$ cat src/rtl/arf_stream_ctrl.sv
// arf_stream_ctrl: stream front end for the arf datapath.
// Eight samples are collected into the tap registers. The block then waits
// LAT cycles for the datapath to settle, and captures the two results both as
// the output pair and as the feedback state for the next frame.
module arf_stream_ctrl #(
    parameter int WIDTH = 16,
    parameter int LAT   = 2
) (
    input  logic                 clk,
    input  logic                 rst,
    input  logic                 s_valid,
    output logic                 s_ready,
    input  logic [WIDTH-1:0]     s_data,
    input  logic                 fb_clr,
    output logic [8*WIDTH-1:0]   arf_taps,
    output logic [WIDTH-1:0]     arf_fb0,
    output logic [WIDTH-1:0]     arf_fb1,
    input  logic [WIDTH-1:0]     arf_y0,
    input  logic [WIDTH-1:0]     arf_y1,
    output logic                 m_valid,
    input  logic                 m_ready,
    output logic [WIDTH-1:0]     m_y0,
    output logic [WIDTH-1:0]     m_y1
);

    typedef enum logic [1:0] {
        LOAD = 2'd0,
        EVAL = 2'd1,
        OUT  = 2'd2
    } state_t;

    // The settle counter starts at LAT-1, so EVAL lasts exactly LAT cycles.
    localparam logic [3:0] CNT_INIT = 4'(LAT - 1);

    state_t           state;
    state_t           state_nxt;
    logic [2:0]       idx;
    logic [3:0]       cnt;
    logic [WIDTH-1:0] tap_q [8];
    logic             transfer;
    logic             last_sample;
    logic             eval_done;

    // Handshake qualifiers that the FSM and the datapath registers share.
    always_comb begin
        transfer    = s_valid && s_ready;
        last_sample = transfer && (idx == 3'd7);
        eval_done   = (state == EVAL) && (cnt == 4'd0);
    end

    // State register. Reset discards any partial frame.
    always_ff @(posedge clk) begin
        if (rst) begin
            state <= LOAD;
        end else begin
            state <= state_nxt;
        end
    end

    // Next-state logic and handshake outputs. Both handshakes are held low while rst is high.
    always_comb begin
        state_nxt = state;
        s_ready   = 1'b0;
        m_valid   = 1'b0;
        case (state)
            LOAD: begin
                s_ready = !rst;
                if (last_sample) begin
                    state_nxt = EVAL;
                end
            end
            EVAL: begin
                if (cnt == 4'd0) begin
                    state_nxt = OUT;
                end
            end
            OUT: begin
                m_valid = !rst;
                if (m_ready) begin
                    state_nxt = LOAD;
                end
            end
            default: begin
                state_nxt = LOAD;
            end
        endcase
    end

    // The tap index advances on every accepted sample and wraps after tap 8.
    always_ff @(posedge clk) begin
        if (rst) begin
            idx <= 3'd0;
        end else if (transfer) begin
            idx <= idx + 3'd1;
        end
    end

    // The settle counter is loaded when the frame completes and counts down through EVAL.
    always_ff @(posedge clk) begin
        if (rst) begin
            cnt <= 4'd0;
        end else if (last_sample) begin
            cnt <= CNT_INIT;
        end else if ((state == EVAL) && (cnt != 4'd0)) begin
            cnt <= cnt - 4'd1;
        end
    end

    // Only the indexed tap is written. The other taps hold, so all taps stay frozen outside LOAD.
    always_ff @(posedge clk) begin
        if (rst) begin
            for (int k = 0; k < 8; k++) begin
                tap_q[k] <= '0;
            end
        end else if (transfer) begin
            tap_q[idx] <= s_data;
        end
    end

    // Pack the tap registers onto the datapath bus, with tap 1 in the low slice.
    always_comb begin
        arf_taps = '0;
        for (int k = 0; k < 8; k++) begin
            arf_taps[k*WIDTH +: WIDTH] = tap_q[k];
        end
    end

    // Feedback state. The EVAL capture always wins, and fb_clr only acts while loading.
    always_ff @(posedge clk) begin
        if (rst) begin
            arf_fb0 <= '0;
            arf_fb1 <= '0;
        end else if (eval_done) begin
            arf_fb0 <= arf_y0;
            arf_fb1 <= arf_y1;
        end else if ((state == LOAD) && fb_clr) begin
            arf_fb0 <= '0;
            arf_fb1 <= '0;
        end
    end

    // Result pair. It changes only at the end-of-EVAL capture, so it stays stable through OUT.
    always_ff @(posedge clk) begin
        if (rst) begin
            m_y0 <= '0;
            m_y1 <= '0;
        end else if (eval_done) begin
            m_y0 <= arf_y0;
            m_y1 <= arf_y1;
        end
    end

endmodule

$ cat config.mk
export PLATFORM = sky130hd
export DESIGN_NAME = arf_stream_ctrl
export DESIGN_NICKNAME = d
export VERILOG_FILES = /design/src/rtl/arf_stream_ctrl.sv
export SDC_FILE = /design/constraint.sdc
export NUM_CORES = 1
export LEC_CHECK = 0
export ABC_CLOCK_PERIOD_IN_PS = 2250
export CAP_MARGIN = 20
export CORE_MARGIN = 4
export CORE_UTILIZATION = 40
export CTS_CLUSTER_DIAMETER = 100
export DETAILED_ROUTE_END_ITERATION = 8
export PLACE_DENSITY_LB_ADDON = 0.05
export SLEW_MARGIN = 30
export SYNTH_ARGS = -nofsm -noshare
export SYNTH_HDL_FRONTEND = slang
export SYNTH_SLANG_ARGS = --single-unit
$ cat constraint.sdc
create_clock -name clk -period 2.25 [get_ports clk]
set_input_delay 0.45 -clock clk [delete_from_list [all_inputs] [get_ports clk]]
set_output_delay 0.45 -clock clk [all_outputs]
set_load 0.005 [all_outputs]
==> impl_results.md <==
* Worst-case vdd ir drop at 0.432 mV
* FF-to-FF Start: cnt[0]
* Number of CTS-inserted buffers at 21
* Worst slack on hold paths at about 470 ps
* CP max stage delay at around 500 ps
* Switching power of the nets at 1.64 mW
* Nets at 813
* Gate family responsible for the most delay along the worst path: buffers and inverters
* Number of cells on the worst reg-to-reg path at 6
* Register-to-register path setup slack at ~150 ps
* Proportion of layout cells with a drive suffix above 1 at 0.104
* Clock tree from TritonCTS: yes
* Post-route fraction of the period consumed by the critical path at 0.940
* CTS root buffer: sky130_fd_sc_hd__clkbuf_16
* Worst setup EP type: output pin
* Post-layout instance count excluding filler cells at 1000
* Sequential Power Share at 0.515
* TNS Setup at 0 ps
* Largest fanout of any net on the critical path at 11
* Top area cells in the synthesized netlist: sky130_fd_sc_hd__edfxtp_1 (52%), sky130_fd_sc_hd__dfxtp_1 (20%), sky130_fd_sc_hd__and2_1 (11%)
* Die Span Y at 143 um
* Register clock-pin slew on the reported worst setup and hold paths at 60 ps
* Residual DRC count at 0
* Max-capacitance violation count at 0
* Levels on crit path at 5
* Count of state elements after synthesis at 201
* Ordered cell list for the critical path: dlygate4sd2_1 -> buf_12 -> nand2b_1 -> nor2_1 -> clkdlybuf4s50_1
* Post-synthesis average cell area at 15.2 sq um
* Post-DR wirelength/cell at 18.9 um
* Power density over the cells at around 700 mW/mm^2
* Reg2reg end: m_y1[14]
* Switch share at 0.207
* Drt via density at approximately 4.9
* Total GRT Usage at 0.177
* Rel. slew slack at 0.530
* Yosys Warn Count at 0
* Kind of path behind the tightest hold check: reg -> reg
* Number of diodes added for antenna fixing at 0
* Internal power summed over all cells at 6.28 mW
* Final hold violations at 0
* Number of DRC markers after the initial detailed-route iteration at 199
* Number of I/O port buffers at 246
* Core region area at 0.0180 sq mm
* Slowest cell on the critical path: sky130_fd_sc_hd__clkdlybuf4s50_1
* Worst path arrival time at 1660 ps
* Number of standard cells after synthesis at 482
* Count of standard-cell rows at 49
* Max Clk Rate at 473 MHz
* H-tree depth reported by CTS at 1
* Ports placed on the boundary at 247
* Clock network fraction of design power at 0.408
* Power share of the combinational group at 0.077
* Routed Antenna Nets at 0
* Initial Util at 0.407
* Wirelength, routed at 18900 um
* Startpoint of the worst hold path: m_y1[15]
* Antenna violations before repair at 0
* Post-synthesis cell area at 0.00734 sq mm
* Post-placement cell count at around 960
* Number of distinct library cells after synthesis at 35
* Total cell area at the placement stage at between 0.01 and 0.015 sq mm
* Full die area at 0.0206 sq mm
* Hold Path Depth at 1
* Final Cell Area at 0.0110 sq mm
* Leakage power figure at roughly 4.1 nW
* Kind of critical path: in -> out
* Share of the synthesized area in the top cell type at 0.524
* Worst hold endpoint: m_y1[15]
* Worst Setup Start Kind: primary input
* Clock Latency Late Sink at 490 ps
* Weighted congestion reported at the end of routability-driven placement at roughly 0.79
* RSZ-0062 raised after global routing: no
* Clock Sink Count at 201
* WP buf/inv at 3
* Die W at 143 um
* Slew Viols, Final at 0
* Count of endpoints failing setup in the final report at 0
* Cell taking the most area after synthesis: sky130_fd_sc_hd__edfxtp_1
* Number of vias in the routed layout at between 4000 and 5000
* Clock tree buffer depth at 3
* Maximum number of pins on one net before global-route repair at 46
* Total of hold buffers inserted after clock tree synthesis at 0
* Total congestion overflow at 0
* Transition time at the pin with the least slew margin at 701 ps
* Sequential share of the synthesized area at 0.723
* Layout Skew at about 13 ps
* Result of the run: finished, final reports clean
* Area grow syn2layout at 50.2%
* Min Clock Period, post-route at 2110 ps
* HPWL reported at the end of detailed placement at about 13000 um
* Number of global-route vias before repair at 5059
* Global-route wire length before repair at 28300 um
* Router iterations before antenna repair at 4
* CP Data Required Time at 1800 ps
* Post-synth net total at 538
## layout by cell type (no fill, tap or decap), types with 3 or more instances in the layout
master / count
sky130_fd_sc_hd__buf_12: 12
sky130_fd_sc_hd__and2_1: 128
sky130_fd_sc_hd__nor2_1: 5
sky130_fd_sc_hd__clkinv_1: 4
sky130_fd_sc_hd__clkbuf_16: 21
sky130_fd_sc_hd__nor3_4: 5
sky130_fd_sc_hd__or2_2: 8
sky130_fd_sc_hd__nand2_1: 3
sky130_fd_sc_hd__edfxtp_1: 128
sky130_fd_sc_hd__nand2b_1: 3
sky130_fd_sc_hd__ha_1: 3
sky130_fd_sc_hd__clkdlybuf4s50_1: 245
sky130_fd_sc_hd__dfxtp_1: 73
sky130_fd_sc_hd__a22o_1: 64
sky130_fd_sc_hd__inv_1: 4
sky130_fd_sc_hd__nor3b_1: 3
sky130_fd_sc_hd__buf_4: 17
sky130_fd_sc_hd__clkbuf_1: 5
sky130_fd_sc_hd__o21ai_0: 3
sky130_fd_sc_hd__a21oi_1: 5
## layer usage
metal	wire length [um]	global-route usage
met2	9110	0.298
met1	7210	0.211
met3	1900	0.0576
met4	638	0.0679
met5	0	0
## worst max-delay path by stage
stage / start / slack, ps / end
after floorplan: state[0] / 140 / tap_q[2][0]
after global placement: s_valid / -190 / tap_q[6][13]
after detailed placement: s_valid / -230 / tap_q[1][6]
after CTS: cnt[0] / 30 / m_y1[14]
after global routing: cnt[0] / 30 / m_y1[14]
final: rst / 140 / m_valid
## registers in the layout (all words and copies together) (netlist names)
register  cells
idx           3
m_y1         16
cnt           4
arf_fb1      16
arf_fb0      16
tap_q       128
state         2
m_y0         16
## what timing repair did
item	in CTS	in global routing
resized for setup	4	0
setup endpoints to repair	1	45
endpoints found under the hold margin	0	0
gates cloned	1	1
buffers inserted	0	0
pin swaps	0	1
## cell type report
cell class | instances | area (sq um)
Fill cell | 1396 | 7010
Clock buffer | 28 | 572
Sequential cell | 201 | 5310
Timing Repair Buffer | 276 | 2860
Tap cell | 229 | 287
Inverter | 4 | 15.0
Multi-Input combinational cell | 253 | 1900
Clock inverter | 9 | 73.8
## power groups by stage
stage | sequential, mW | clock, mW | combinational [mW]
finish | 4.08 | 3.23 | 0.610
global route | 4.09 | 3.51 | 0.651
global placement | 4.16 | 0 | 0.600
detailed placement | 4.16 | 0 | 0.609
floorplan | 4.17 | 0 | 0.128
CTS | 4.08 | 3.33 | 0.621
## cells by family (layout without fill, tap and decap cells)
kind of cell               after synthesis  count (layout)  share of synthesized area
DFF                                    201             201                      0.723
and+or+nand+nor                        169             170                      0.160
AOI/OAI and AO/OA                       77              77                     0.0866
buffers and inverters                   29             317                     0.0210
adders and majority gates                3               3                    0.00512
muxes                                    2               2                    0.00273
xor gates and xnor gates                 1               1                    0.00119
## per-stage QoR
step	worst slack (ps)	power (mW)	utilization
CTS	25.3	8.04	0.611
global route	33.6	8.25	0.611
detailed placement	-234	4.77	0.572
finish	135	7.92	0.611
floorplan	142	4.29	-
global placement	-195	4.76	0.572
## Yosys cell counts, drive strengths merged
cell type,instances
a311oi,1
nor3,6
o21ai,3
a21oi,6
a31oi,1
nand2,3
or2,8
dfxtp,73
a22o,64
nor3b,3
nor4bb,1
nand2b,3
or3b,1
or4,1
o31ai,1
and2,128
or4b,2
nor2,5
nor2b,2
inv,4
ha,3
edfxtp,128
nand3,1
xnor2,1
buf,10
mux2i,2
clkbuf,15
a21o,1
nor4b,2
nor4,2
nand4b,1
Note: power is estimated with default switching activity, not from simulation.
